--- src/rtl/npu_stream_pkg.sv ---
// Shared stream types for the NPU result path.
// State encoding and the round-robin pick helper.
package npu_stream_pkg;

  typedef enum logic {
    ST_IDLE   = 1'b0,
    ST_LOCKED = 1'b1
  } state_e;

  // Widest request vector rr_pick can search.
  localparam int RR_MAX = 64;

  // First set bit of valid[n-1:0], searching from
  // ptr upward and wrapping. Returns ptr if none set.
  function automatic int rr_pick(
    input logic [RR_MAX-1:0] valid,
    input int                ptr,
    input int                n
  );
    logic [RR_MAX-1:0] rot;
    int                idx;
    int                pick;
    logic              found;
    pick  = ptr;
    found = 1'b0;
    for (int k = 0; k < RR_MAX; k++) begin
      if (k < n && !found) begin
        idx = (ptr + k) % n;
        rot = valid >> idx;
        if (rot[0]) begin
          pick  = idx;
          found = 1'b1;
        end
      end
    end
    return pick;
  endfunction

endpackage

--- src/rtl/mux.sv ---
// Flat-bus N:1 mux, N = 2^SEL_WIDTH.
// din_flat: lane i at [WIDTH*i +: WIDTH]; sel picks dout.
module mux #(
  parameter int WIDTH     = 16,
  parameter int SEL_WIDTH = 2
) (
  input  logic [WIDTH*(1<<SEL_WIDTH)-1:0] din_flat,
  input  logic [SEL_WIDTH-1:0]            sel,
  output logic [WIDTH-1:0]                dout
);

  localparam int N = 1 << SEL_WIDTH;

  always_comb begin
    dout = '0;
    for (int i = 0; i < N; i++) begin
      if (sel == SEL_WIDTH'(i)) begin
        dout = din_flat[WIDTH*i +: WIDTH];
      end
    end
  end

endmodule

--- src/rtl/mux_rr_arbiter.sv ---
// Packet-locked round-robin arbiter onto one registered stream.
// req_*: N requesters; out_*: one-deep output stage; busy: locked.
module mux_rr_arbiter
  import npu_stream_pkg::*;
#(
  parameter int WIDTH      = 16,
  parameter int SEL_WIDTH  = 2,
  parameter int BEAT_WIDTH = 8
) (
  input  logic                            clk,
  input  logic                            rst_n,
  input  logic [(1<<SEL_WIDTH)-1:0]       req_valid,
  input  logic [(1<<SEL_WIDTH)-1:0]       req_last,
  input  logic [WIDTH*(1<<SEL_WIDTH)-1:0] req_data_flat,
  output logic [(1<<SEL_WIDTH)-1:0]       req_ready,
  output logic                            out_valid,
  output logic [WIDTH-1:0]                out_data,
  output logic                            out_last,
  output logic [SEL_WIDTH-1:0]            out_src,
  output logic [BEAT_WIDTH-1:0]           out_beat,
  input  logic                            out_ready,
  output logic                            busy
);

  localparam int N = 1 << SEL_WIDTH;

  state_e                state_q, state_d;
  logic [SEL_WIDTH-1:0]  grant_q, grant_d;
  logic [SEL_WIDTH-1:0]  rr_ptr_q, rr_ptr_d;
  logic [BEAT_WIDTH-1:0] beat_cnt_q, beat_cnt_d;
  logic                  out_valid_q, out_valid_d;
  logic [WIDTH-1:0]      out_data_q, out_data_d;
  logic                  out_last_q, out_last_d;
  logic [SEL_WIDTH-1:0]  out_src_q, out_src_d;
  logic [BEAT_WIDTH-1:0] out_beat_q, out_beat_d;

  logic [RR_MAX-1:0]     valid_ext;
  logic [SEL_WIDTH-1:0]  pick;
  logic [WIDTH-1:0]      sel_data;
  logic                  load;
  logic                  accept;

  mux #(
    .WIDTH     (WIDTH),
    .SEL_WIDTH (SEL_WIDTH)
  ) u_mux (
    .din_flat (req_data_flat),
    .sel      (grant_q),
    .dout     (sel_data)
  );

  always_comb begin
    valid_ext        = '0;
    valid_ext[N-1:0] = req_valid;
  end

  assign pick = SEL_WIDTH'(rr_pick(valid_ext, int'(rr_ptr_q), N));

  // Output slot is free, or being emptied this cycle.
  assign load = !out_valid_q || out_ready;

  always_comb begin
    req_ready = '0;
    if (state_q == ST_LOCKED) begin
      req_ready[grant_q] = load;
    end
  end

  assign accept = req_valid[grant_q] && req_ready[grant_q];

  always_comb begin
    state_d     = state_q;
    grant_d     = grant_q;
    rr_ptr_d    = rr_ptr_q;
    beat_cnt_d  = beat_cnt_q;
    out_valid_d = out_valid_q;
    out_data_d  = out_data_q;
    out_last_d  = out_last_q;
    out_src_d   = out_src_q;
    out_beat_d  = out_beat_q;
    // Drain also happens in IDLE.
    if (out_valid_q && out_ready && !accept) begin
      out_valid_d = 1'b0;
    end
    unique case (state_q)
      ST_IDLE: begin
        if (|req_valid) begin
          grant_d = pick;
          state_d = ST_LOCKED;
        end
      end
      ST_LOCKED: begin
        if (accept) begin
          out_valid_d = 1'b1;
          out_data_d  = sel_data;
          out_last_d  = req_last[grant_q];
          out_src_d   = grant_q;
          out_beat_d  = beat_cnt_q;
          beat_cnt_d  = (&beat_cnt_q) ? beat_cnt_q
                                      : beat_cnt_q + 1'b1;
          if (req_last[grant_q]) begin
            rr_ptr_d   = grant_q + 1'b1;
            beat_cnt_d = '0;
            state_d    = ST_IDLE;
          end
        end
      end
    endcase
  end

  always_ff @(posedge clk or negedge rst_n) begin
    if (!rst_n) begin
      state_q     <= ST_IDLE;
      grant_q     <= '0;
      rr_ptr_q    <= '0;
      beat_cnt_q  <= '0;
      out_valid_q <= 1'b0;
      out_data_q  <= '0;
      out_last_q  <= 1'b0;
      out_src_q   <= '0;
      out_beat_q  <= '0;
    end else begin
      state_q     <= state_d;
      grant_q     <= grant_d;
      rr_ptr_q    <= rr_ptr_d;
      beat_cnt_q  <= beat_cnt_d;
      out_valid_q <= out_valid_d;
      out_data_q  <= out_data_d;
      out_last_q  <= out_last_d;
      out_src_q   <= out_src_d;
      out_beat_q  <= out_beat_d;
    end
  end

  assign out_valid = out_valid_q;
  assign out_data  = out_data_q;
  assign out_last  = out_last_q;
  assign out_src   = out_src_q;
  assign out_beat  = out_beat_q;
  assign busy      = (state_q == ST_LOCKED);

endmodule

--- config.mk ---
export PLATFORM = sky130hd
export DESIGN_NAME = mux_rr_arbiter
export DESIGN_NICKNAME = d
export VERILOG_FILES = /design/src/rtl/npu_stream_pkg.sv /design/src/rtl/mux.sv /design/src/rtl/mux_rr_arbiter.sv
export SDC_FILE = /design/constraint.sdc
export NUM_CORES = 1
export LEC_CHECK = 0
export CORE_MARGIN = 2
export CORE_UTILIZATION = 45
export CTS_BUF_LIST = sky130_fd_sc_hd__clkbuf_4 sky130_fd_sc_hd__clkbuf_8 sky130_fd_sc_hd__clkbuf_16
export CTS_CLUSTER_SIZE = 10
export DETAILED_ROUTE_END_ITERATION = 10
export HOLD_SLACK_MARGIN = 0.06
export PLACE_DENSITY = 0.84
export SYNTH_ARGS = -nofsm -noshare
export SYNTH_HDL_FRONTEND = slang
export SYNTH_HIERARCHICAL = 1
export SYNTH_SLANG_ARGS = --single-unit
--- constraint.sdc ---
create_clock -name clk -period 6.6 [get_ports clk]
set_clock_uncertainty 0.1 [all_clocks]
set_input_delay 0.66 -clock clk [delete_from_list [all_inputs] [get_ports clk]]
set_output_delay 0.66 -clock clk [all_outputs]
set_load 0.02 [all_outputs]
==> run summary, run 1 <==
Die Ht: 77.8 um
via count: 2024
Max-cap violations: 0
largest net degree at the start of global routing: 42
P&R area growth vs syn: 47.4%
WL per Instance: 17.3 um
Post-synth ARST share: 100%
post-synthesis sequential area ratio: 41.9%
die width: 77.8 um
initial antenna violation count: 0
Sink Count: 41
worst-path cell with the longest stage delay: dfrtp_1
crit path cell chain: inv_1, ha_1, and3_1, clkdlybuf4s50_1
total grt overflow: 0
DRC: 0
element type at the critical path start: flop
post-CTS setup buffers: 0
TritonCTS clock tree: done
vias in the first global route: 2184
worst hold slack: 0.381 ns
final critical-path required period: 3.29 ns
Setup Viol. Count Final: 0
leakage: 1.48 nW
FMAX: 0.304 GHz
peak supply drop: 0.000245 V
CP Capture Type: primary output
Buf/Inv on CP: 2
GRT Overall Usage: 22.2%
Cell Rows: 26
period utilization: 49.8%
Yosys warning total: 6
Synth cell types: 44
Most used DFF post-synth: dfrtp_1
clock buffer depth: 2
CTS resizes: 0
Post-Syn Instances: 182
Initial Util: 47.3%
setup TNS: 0 ns
Die Area: 0.00605 mm2
Yosys reg bits: 41
crit-path leading delay family: flip-flops
Syn Nets: 262
Pre-antenna DRT Iters: 4
Required @ worst endpoint: 5.84 ns
worst endpoint data arrival time: 2.53 ns
n_diodes: 0
io pins: 108
net count reported at finish: 368
HP Class: primary input to async pin
Clk Latency, worst-skew pair: 0.30 ns
first-pass GRT wire length: 10400 um
GPL Wtd Cong: 0.845
Post-Route WL: 6220 um
vias per inst: 5.64
Post-Syn Area: 0.00245 mm2
clk slew on worst S/H paths: 0.07 ns
port buffer count: 107
hold buffers post-CTS: 0
status: finished, final reports clean
worst stage delay on the critical path: 0.95 ns
CTS buffer count: 5
initial drt markers: 65
Final Max Slew Viols: 0
final hold vios: 0
Worst Max-Slew Pin Slew: 0.919 ns
layout cell share with drive strength beyond 1: 18.7%
H-tree depth: 2
power density over cell area: 389 mW/mm2
clk root buf: clkbuf_8
CP Class: flop to primary output
Post-DRT Antenna Nets: 0
syn_area_per_cell: 13.5 um2
core area: 0.00517 mm2
Post-synth EDFFs: 0
setup repair after global routing missed its margin: no
Detail Placement HPWL: 4660 um
Slew HR: 38.7%
CP max FO: 22
==> power by group <==
part,switching [W],internal [W]
Sequential,0.0000894,0.000344
Clock,0.0000837,0.0000774
Combinational,0.000377,0.000434
Total,0.000550,0.000855
==> per-stage QoR <==
stage                     instances  total power, W  cell area, um2  util, %  setup WS [ns]
after global routing            359         0.00149            3610     69.8           3.14
after floorplan                 182        0.000972            2450        -           4.31
final                           359         0.00141            3610     69.8           3.31
after global placement          351         0.00123            3520     68.1           3.61
after CTS                       359         0.00142            3610     69.8           3.29
after detailed placement        351         0.00125            3520     68.1           3.50
==> registers in the layout, summed over array words and instances (netlist names) <==
signal	cells
out_last	1
beat_cnt_q	8
grant_q	2
out_beat	8
out_data	16
out_src	2
out_valid	1
rr_ptr_q	2
busy	1
==> routing by layer <==
layer | part of all wire, % | vias up | global-route usage (%)
met3 | 5.5 | 17 | 4.42
met2 | 53 | 86 | 40.8
met4 | 3.0 | 0 | 10.9
li1 | - | 927 | -
met1 | 39 | 994 | 24.2
met5 | 0 | - | 0
==> layout make-up <==
class	count	area, um2
fillers	357	1560
multi-input cells	125	1310
repair buffers	108	1070
flip-flops and latches	41	1030
well taps	70	87.6
clock buffers	6	76.3
inverters	7	26.3
clock inverters	2	10.0
==> worst paths after layout <==
check	from	to	slack [ns]	cells past startpoint
max	grant_q[1]$_DFFE_PN0P_	req_ready[0]	3.31	4
min reg2reg	out_last$_DFFE_PN0P_	out_last$_DFFE_PN0P_	0.39	1
max reg2reg	grant_q[1]$_DFFE_PN0P_	out_data[10]$_DFFE_PN0P_	3.52	6
min	rst_n	out_data[10]$_DFFE_PN0P_	0.38	1
min in group clk	out_last$_DFFE_PN0P_	out_last$_DFFE_PN0P_	0.39	1
max in group asynchronous	rst_n	rr_ptr_q[0]$_DFFE_PN0P_	5.47	1
==> layout by cell type (no fill, tap or decap), drive strengths merged, types with 6 or more instances in the layout <==
cell             n
clkdlybuf4s50  106
clkbuf           6
o21ai            7
nand2            8
and3             6
mux4            18
dfrtp           41
mux2            27
inv              7
==> logic make-up (layout without fill, tap and decap cells) <==
family / after synthesis / after routing / synth area share [%]
adders and majority gates: 5 / 5 / 2.55
AOI/OAI and AO/OA: 30 / 30 / 8.89
buffers and inverters: 16 / 123 / 4.60
DFF: 41 / 41 / 41.9
muxes: 47 / 47 / 30.9
and+or+nand+nor: 43 / 43 / 11.2
==> Yosys cell counts, types with 3 or more instances <==
library cell / instances / area (um2)
a21oi_1: 3 / 15.0
o22a_1: 5 / 43.8
a22o_1: 4 / 35.0
buf_6: 4 / 45.0
nand2_1: 7 / 26.3
mux2_2: 25 / 282
mux4_1: 6 / 158
mux4_2: 12 / 270
nor2_1: 4 / 15.0
ha_1: 5 / 62.6
o21ai_0: 7 / 35.0
dfrtp_1: 41 / 1030
nor3b_1: 3 / 22.5
and3_1: 6 / 37.5
nor3_1: 3 / 15.0
nand3_1: 5 / 25.0
inv_1: 7 / 26.3
Note: power is estimated with default switching activity, not from simulation.
==> run 2: changes to the inputs <==
--- a/config.mk
+++ b/config.mk
@@ -6,12 +6,12 @@
 export NUM_CORES = 1
 export LEC_CHECK = 0
 export CORE_MARGIN = 2
-export CORE_UTILIZATION = 45
+export CORE_UTILIZATION = 38
 export CTS_BUF_LIST = sky130_fd_sc_hd__clkbuf_4 sky130_fd_sc_hd__clkbuf_8 sky130_fd_sc_hd__clkbuf_16
 export CTS_CLUSTER_SIZE = 10
 export DETAILED_ROUTE_END_ITERATION = 10
 export HOLD_SLACK_MARGIN = 0.06
-export PLACE_DENSITY = 0.84
+export PLACE_DENSITY = 0.76
 export SYNTH_ARGS = -nofsm -noshare
 export SYNTH_HDL_FRONTEND = slang
 export SYNTH_HIERARCHICAL = 1
==> constraint.sdc (replaced) <==
create_clock -name clk -period 2.95 [get_ports clk]
set_clock_uncertainty 0.1 [all_clocks]
set_input_delay 0.295 -clock clk [delete_from_list [all_inputs] [get_ports clk]]
set_output_delay 0.295 -clock clk [all_outputs]
set_load 0.02 [all_outputs]
==> run 2 against run 1 <==
Worst hold slack gained 0.027 ns. Die area increased by 17%. Sequential power grew 120%. Final cell count up 2.8%. First-iteration DRC count is 28% lower. Power increased by 130%. Via count down 4.1%. Non-clock buffer count increased by 3. Global-route usage is 5.1 points lower. Sequential share of layout area down 0.52 points.
==> run summary, run 2 (synthesized netlist as in run 1, its figures left out) <==
setup repair after global routing missed its margin: no
Worst Max-Slew Pin Slew: 0.889 ns (-0.0305 ns)
DP Worst Slack: 0.220 ns (-3.28 ns)
clk root buf: clkbuf_8
post-route setup slack: 0.306 ns (-3.01 ns)
Final Max Slew Viols: 0 (unchanged)
CTS buffer count: 5 (unchanged)
CTS resizes: 0 (unchanged)
via count: 1942 (-4.1%)
filler cell count: 506 (+42%)
peak supply drop: 0.000440 V (+79%)
Clk Latency, worst-skew pair: 0.30 ns (about the same)
worst endpoint data arrival time: 2.72 ns (+0.19 ns)
final non-filler cell area: 0.00368 mm2 (+1.9%)
area occupied by multi-input gates: 0.00131 mm2 (unchanged)
Buf/Inv on CP: 1 (-1)
die width: 84.3 um (+8.4%)
layout cell share with drive strength beyond 1: 19.2% (+0.49 points)
max reg flops: 16 (unchanged)
Setup Viol. Count Final: 0 (unchanged)
worst stage delay on the critical path: 0.64 ns (-0.31 ns)
Die Ht: 84.3 um (+8.4%)
net count reported at finish: 371 (+0.82%)
Pre-antenna DRT Iters: 4 (unchanged)
CP Class: flop to flop
HP Class: flop to flop
Post-Route WL: 5820 um (-6.5%)
clk slew on worst S/H paths: 0.08 ns (about the same)
vias per inst: 5.26 (-6.7%)
Detail Placement HPWL: 4480 um (-3.8%)
placed cell area: 0.00355 mm2 (+0.67%)
first-pass GRT wire length: 9580 um (-7.8%)
io pins: 108 (unchanged)
P&R area growth vs syn: 50.2%
total grt overflow: 0 (unchanged)
Required @ worst endpoint: 3.03 ns (-2.81 ns)
initial drt markers: 47 (-28%)
final hold vios: 0 (unchanged)
Slew HR: 40.7% (+2.0 points)
FF/Latch Area: 0.00103 mm2 (unchanged)
clock buffer depth: 2 (unchanged)
most common cell after layout, fill and taps aside: clkdlybuf4s50_1
element type at the critical path start: flop
worst-path cell with the longest stage delay: mux4_2
Post-DRT Antenna Nets: 0 (unchanged)
GPL Wtd Cong: 0.827 (-2.1%)
core area: 0.00628 mm2 (+21%)
crit path cell chain: inv_1, ha_1, nand2_1, mux4_2, nor2_4, mux2_2
Max-cap violations: 0 (unchanged)
Sink Count: 41 (unchanged)
DRC: 0 (unchanged)
leakage: 1.51 nW (+1.9%)
n_diodes: 0 (unchanged)
vias in the first global route: 2091 (-4.3%)
Cell Rows: 29 (+12%)
period utilization: 89.6%
power density over cell area: 880 mW/mm2 (+130%)
most frequent cells in the layout: 106 x clkdlybuf4s50_1, 41 x dfrtp_1, 25 x mux2_2
final critical-path required period: 2.64 ns
CP max FO: 16 (-27%)
crit-path leading delay family: multiplexers
status: finished, final reports clean
FMAX: 0.378 GHz
TritonCTS clock tree: done
largest net degree at the start of global routing: 42 (unchanged)
port buffer count: 107 (unchanged)
GRT Overall Usage: 17.1% (-5.1 points)
WL per Instance: 15.8 um (-9.0%)
initial antenna violation count: 0 (unchanged)
setup TNS: 0 ns (unchanged)
H-tree depth: 2 (unchanged)
CP Capture Type: flop
Initial Util: 39.0% (-8.3 points)
Die Area: 0.00710 mm2 (+17%)
[run 2: cell types whose count changed in the layout (fill, tap and decap cells not counted)]
cell           change
bufinv_16          +1
buf_4              +2
clkinv_2           -2
dlygate4sd3_1      +1
clkbuf_8           +1
[run 2: repair_timing]
action,in CTS,in global routing
buffers inserted,0,0
hold buffers,1,0
endpoints found under the hold margin,23,0
[run 2: routing by layer]
layer | wire, um | GRT usage, % | vias to the layer above
met5 | 0 | 0 | -
met4 | 133 | 7.33 | 0
met2 | 2990 | 30.3 | 74
met1 | 2250 | 18.5 | 933
met3 | 443 | 6.10 | 11
li1 | - | - | 924
[run 2: where the power goes]
part	switching, W	internal, W
logic	0.000838	0.000982
registers	0.000169	0.000771
clock network	0.000193	0.000285
[run 2: layout make-up]
| type | instances | share of cell area, % |
|---|---|---|
| Tap cell | 77 | 2.62 |
| Multi-Input combinational cell | 125 | 35.6 |
| Clock buffer | 7 | 2.45 |
| Timing Repair Buffer | 111 | 29.9 |
| Sequential cell | 41 | 27.9 |
| Clock inverter | 1 | 0.817 |
| Inverter | 7 | 0.715 |
[run 2: final timing paths]
check	end	from	slack, ns	cells past startpoint
setup / recovery	out_data[7]$_DFFE_PN0P_	grant_q[1]$_DFFE_PN0P_	0.31	6
hold / removal	out_beat[6]$_DFFE_PN0P_	out_beat[6]$_DFFE_PN0P_	0.41	1
setup reg to reg	out_data[7]$_DFFE_PN0P_	grant_q[1]$_DFFE_PN0P_	0.31	6
hold reg to reg	out_beat[6]$_DFFE_PN0P_	out_beat[6]$_DFFE_PN0P_	0.41	1
max in group asynchronous	out_data[15]$_DFFE_PN0P_	rst_n	1.64	2
min in group asynchronous	out_beat[5]$_DFFE_PN0P_	rst_n	0.55	2
[run 2: stage by stage]
stage          total power [W]  utilization, %  std cells  hold slack, ns
5_1_grt                0.00344            58.6        369           0.430
3_5_place_dp           0.00279            56.5        360           0.374
2_1_floorplan          0.00217               -        182          -0.101
6_report               0.00324            58.6        369           0.408
3_3_place_gp           0.00275            56.5        360           0.380
4_1_cts                0.00327            58.6        369           0.409
[run 2: worst reg2reg max path: stages, from the launching register on]
cell and delay, ns:
dfrtp_1 0.46, inv_1 0.19, ha_1 0.20, nand2_1 0.09, mux4_2 0.64, nor2_4 0.44
mux2_2 0.40
==> run 3: changes to the inputs <==
--- a/config.mk
+++ b/config.mk
@@ -6,12 +6,13 @@
 export NUM_CORES = 1
 export LEC_CHECK = 0
 export CORE_MARGIN = 2
-export CORE_UTILIZATION = 38
+export CORE_UTILIZATION = 45
 export CTS_BUF_LIST = sky130_fd_sc_hd__clkbuf_4 sky130_fd_sc_hd__clkbuf_8 sky130_fd_sc_hd__clkbuf_16
 export CTS_CLUSTER_SIZE = 10
 export DETAILED_ROUTE_END_ITERATION = 10
+export DONT_BUFFER_PORTS = 1
 export HOLD_SLACK_MARGIN = 0.06
-export PLACE_DENSITY = 0.76
+export PLACE_DENSITY = 0.61
 export SYNTH_ARGS = -nofsm -noshare
 export SYNTH_HDL_FRONTEND = slang
 export SYNTH_HIERARCHICAL = 1
==> run 3 against run 2 <==
First-iteration DRC count rose to 3.1 times the previous value. Clock power is 1% lower. Core utilization fell by 8.0 points. Design area is 29% lower. Power shrank 14%.
==> run summary, run 3 (synthesized netlist as in run 1, its figures left out) <==
CP max FO: 16 (unchanged)
initial antenna violation count: 0 (unchanged)
net count reported at finish: 264 (-29%)
clock buffer depth: 2 (unchanged)
Cell Rows: 26 (-10%)
FMAX: 0.376 GHz (-0.60%)
power density over cell area: 1060 mW/mm2 (+20%)
post-layout util: 50.6% (-8.0 points)
Max-cap violations: 0 (unchanged)
most common cell after layout, fill and taps aside: dfrtp_1
largest net degree at the start of global routing: 42 (unchanged)
n_diodes: 0 (unchanged)
GRT Overall Usage: 18.8% (+1.6 points)
most frequent cells in the layout: 41 x dfrtp_1, 25 x mux2_2, 12 x mux4_2
vias in the first global route: 1720 (-18%)
Clk Latency, worst-skew pair: 0.29 ns (about the same)
P&R area growth vs syn: 6.80%
status: finished, final reports clean
Die Ht: 77.8 um (-7.7%)
Final Max Slew Viols: 0 (unchanged)
Required @ worst endpoint: 3.03 ns (about the same)
clk root buf: clkbuf_8
first-pass GRT wire length: 8740 um (-8.7%)
port buffer count: 0 (-100%)
period utilization: 90.2% (+0.54 points)
final hold vios: 0 (unchanged)
hold buffers post-CTS: 2 (+1)
max reg flops: 16 (unchanged)
layout cell share with drive strength beyond 1: 29.7% (+11 points)
final non-filler cell area: 0.00262 mm2 (-29%)
GPL Wtd Cong: 0.839 (+1.4%)
worst endpoint data arrival time: 2.74 ns (+0.02 ns)
final critical-path required period: 2.66 ns (+0.0159 ns)
Initial Util: 47.3% (+8.3 points)
Slew HR: 64.2% (+24 points)
Pre-antenna DRT Iters: 4 (unchanged)
Die Area: 0.00605 mm2 (-15%)
CTS resizes: 0 (unchanged)
setup repair after global routing missed its margin: no
io pins: 108 (unchanged)
CTS buffer count: 5 (unchanged)
WL per Instance: 21.1 um (+34%)
placed cell area: 0.00246 mm2 (-31%)
post-CTS setup buffers: 0 (unchanged)
clk slew on worst S/H paths: 0.07 ns (about the same)
initial drt markers: 146 (+210%)
DRC: 0 (unchanged)
vias per inst: 6.32 (+20%)
Post-DRT Antenna Nets: 0 (unchanged)
TritonCTS clock tree: done
setup TNS: 0 ns (unchanged)
CP Class: flop to flop
element type at the critical path start: flop
H-tree depth: 2 (unchanged)
Post-Route WL: 5390 um (-7.3%)
Sink Count: 41 (unchanged)
peak supply drop: 0.000420 V (-4.7%)
total grt overflow: 0 (unchanged)
leakage: 1.10 nW (-27%)
PnR Total Power: 0.00277 W (-14%)
CP Capture Type: flop
Detail Placement HPWL: 4150 um (-7.5%)
die width: 77.8 um (-7.7%)
Worst Max-Slew Pin Slew: 0.535 ns (-0.354 ns)
Setup Viol. Count Final: 0 (unchanged)
via count: 1611 (-17%)
core area: 0.00517 mm2 (-18%)
HP Class: primary input to flop
[run 3: worst paths after layout]
path	from	to	slack, ns	depth (start not counted)
worst max-delay path	grant_q[0]$_DFFE_PN0P_	out_data[13]$_DFFE_PN0P_	0.29	6
worst min-delay path	req_valid[1]	busy$_DFF_PN0_	0.15	3
worst max register to register	grant_q[0]$_DFFE_PN0P_	out_data[13]$_DFFE_PN0P_	0.29	6
worst min register to register	beat_cnt_q[4]$_DFFE_PN0P_	beat_cnt_q[4]$_DFFE_PN0P_	0.46	1
max in group asynchronous	rst_n	beat_cnt_q[2]$_DFFE_PN0P_	2.18	2
min in group asynchronous	rst_n	out_beat[4]$_DFFE_PN0P_	0.36	2
[run 3: per-layer routing]
metal  vias up  track usage (%)  part of all wire [%]
met1       805             21.4                    38
li1        714                -                     -
met2        80             32.9                    52
met4         0             7.32                   2.6
met5         -                0                     0
met3        12             5.58                   7.0
[run 3: power by group]
group	internal, W	total (W)	switching, W	leakage, nW
clock	0.000285	0.000471	0.000186	0.0619
sequential	0.000770	0.00116	0.000392	0.514
combinational	0.000595	0.00114	0.000544	0.522
[run 3: stage by stage]
stage,setup WS [ns],hold slack (ns),std cells
final,0.290,0.150,255
after global routing,0.200,0.177,255
after CTS,0.271,0.146,255
after detailed placement,0.294,-0.0996,245
after global placement,0.415,-0.0996,245
after floorplan,0.659,-0.101,182
[run 3: worst max-delay path, cell delays in order, from the launching register on]
cell     delay, ns
dfrtp_1       0.51
inv_1         0.19
ha_1          0.21
nand2_2       0.07
mux4_2        0.64
nor2_4        0.44
mux2_2        0.39
[run 3: area by class of cell]
type                       count  area [um2]
clock buffer                   7        90.1
inverter                       7        26.3
tap                           70        87.6
sequential                    41        1030
timing repair buffer           4        45.0
multi-input combinational    125        1310
clock inverter                 1        30.0
fill                         447        2560
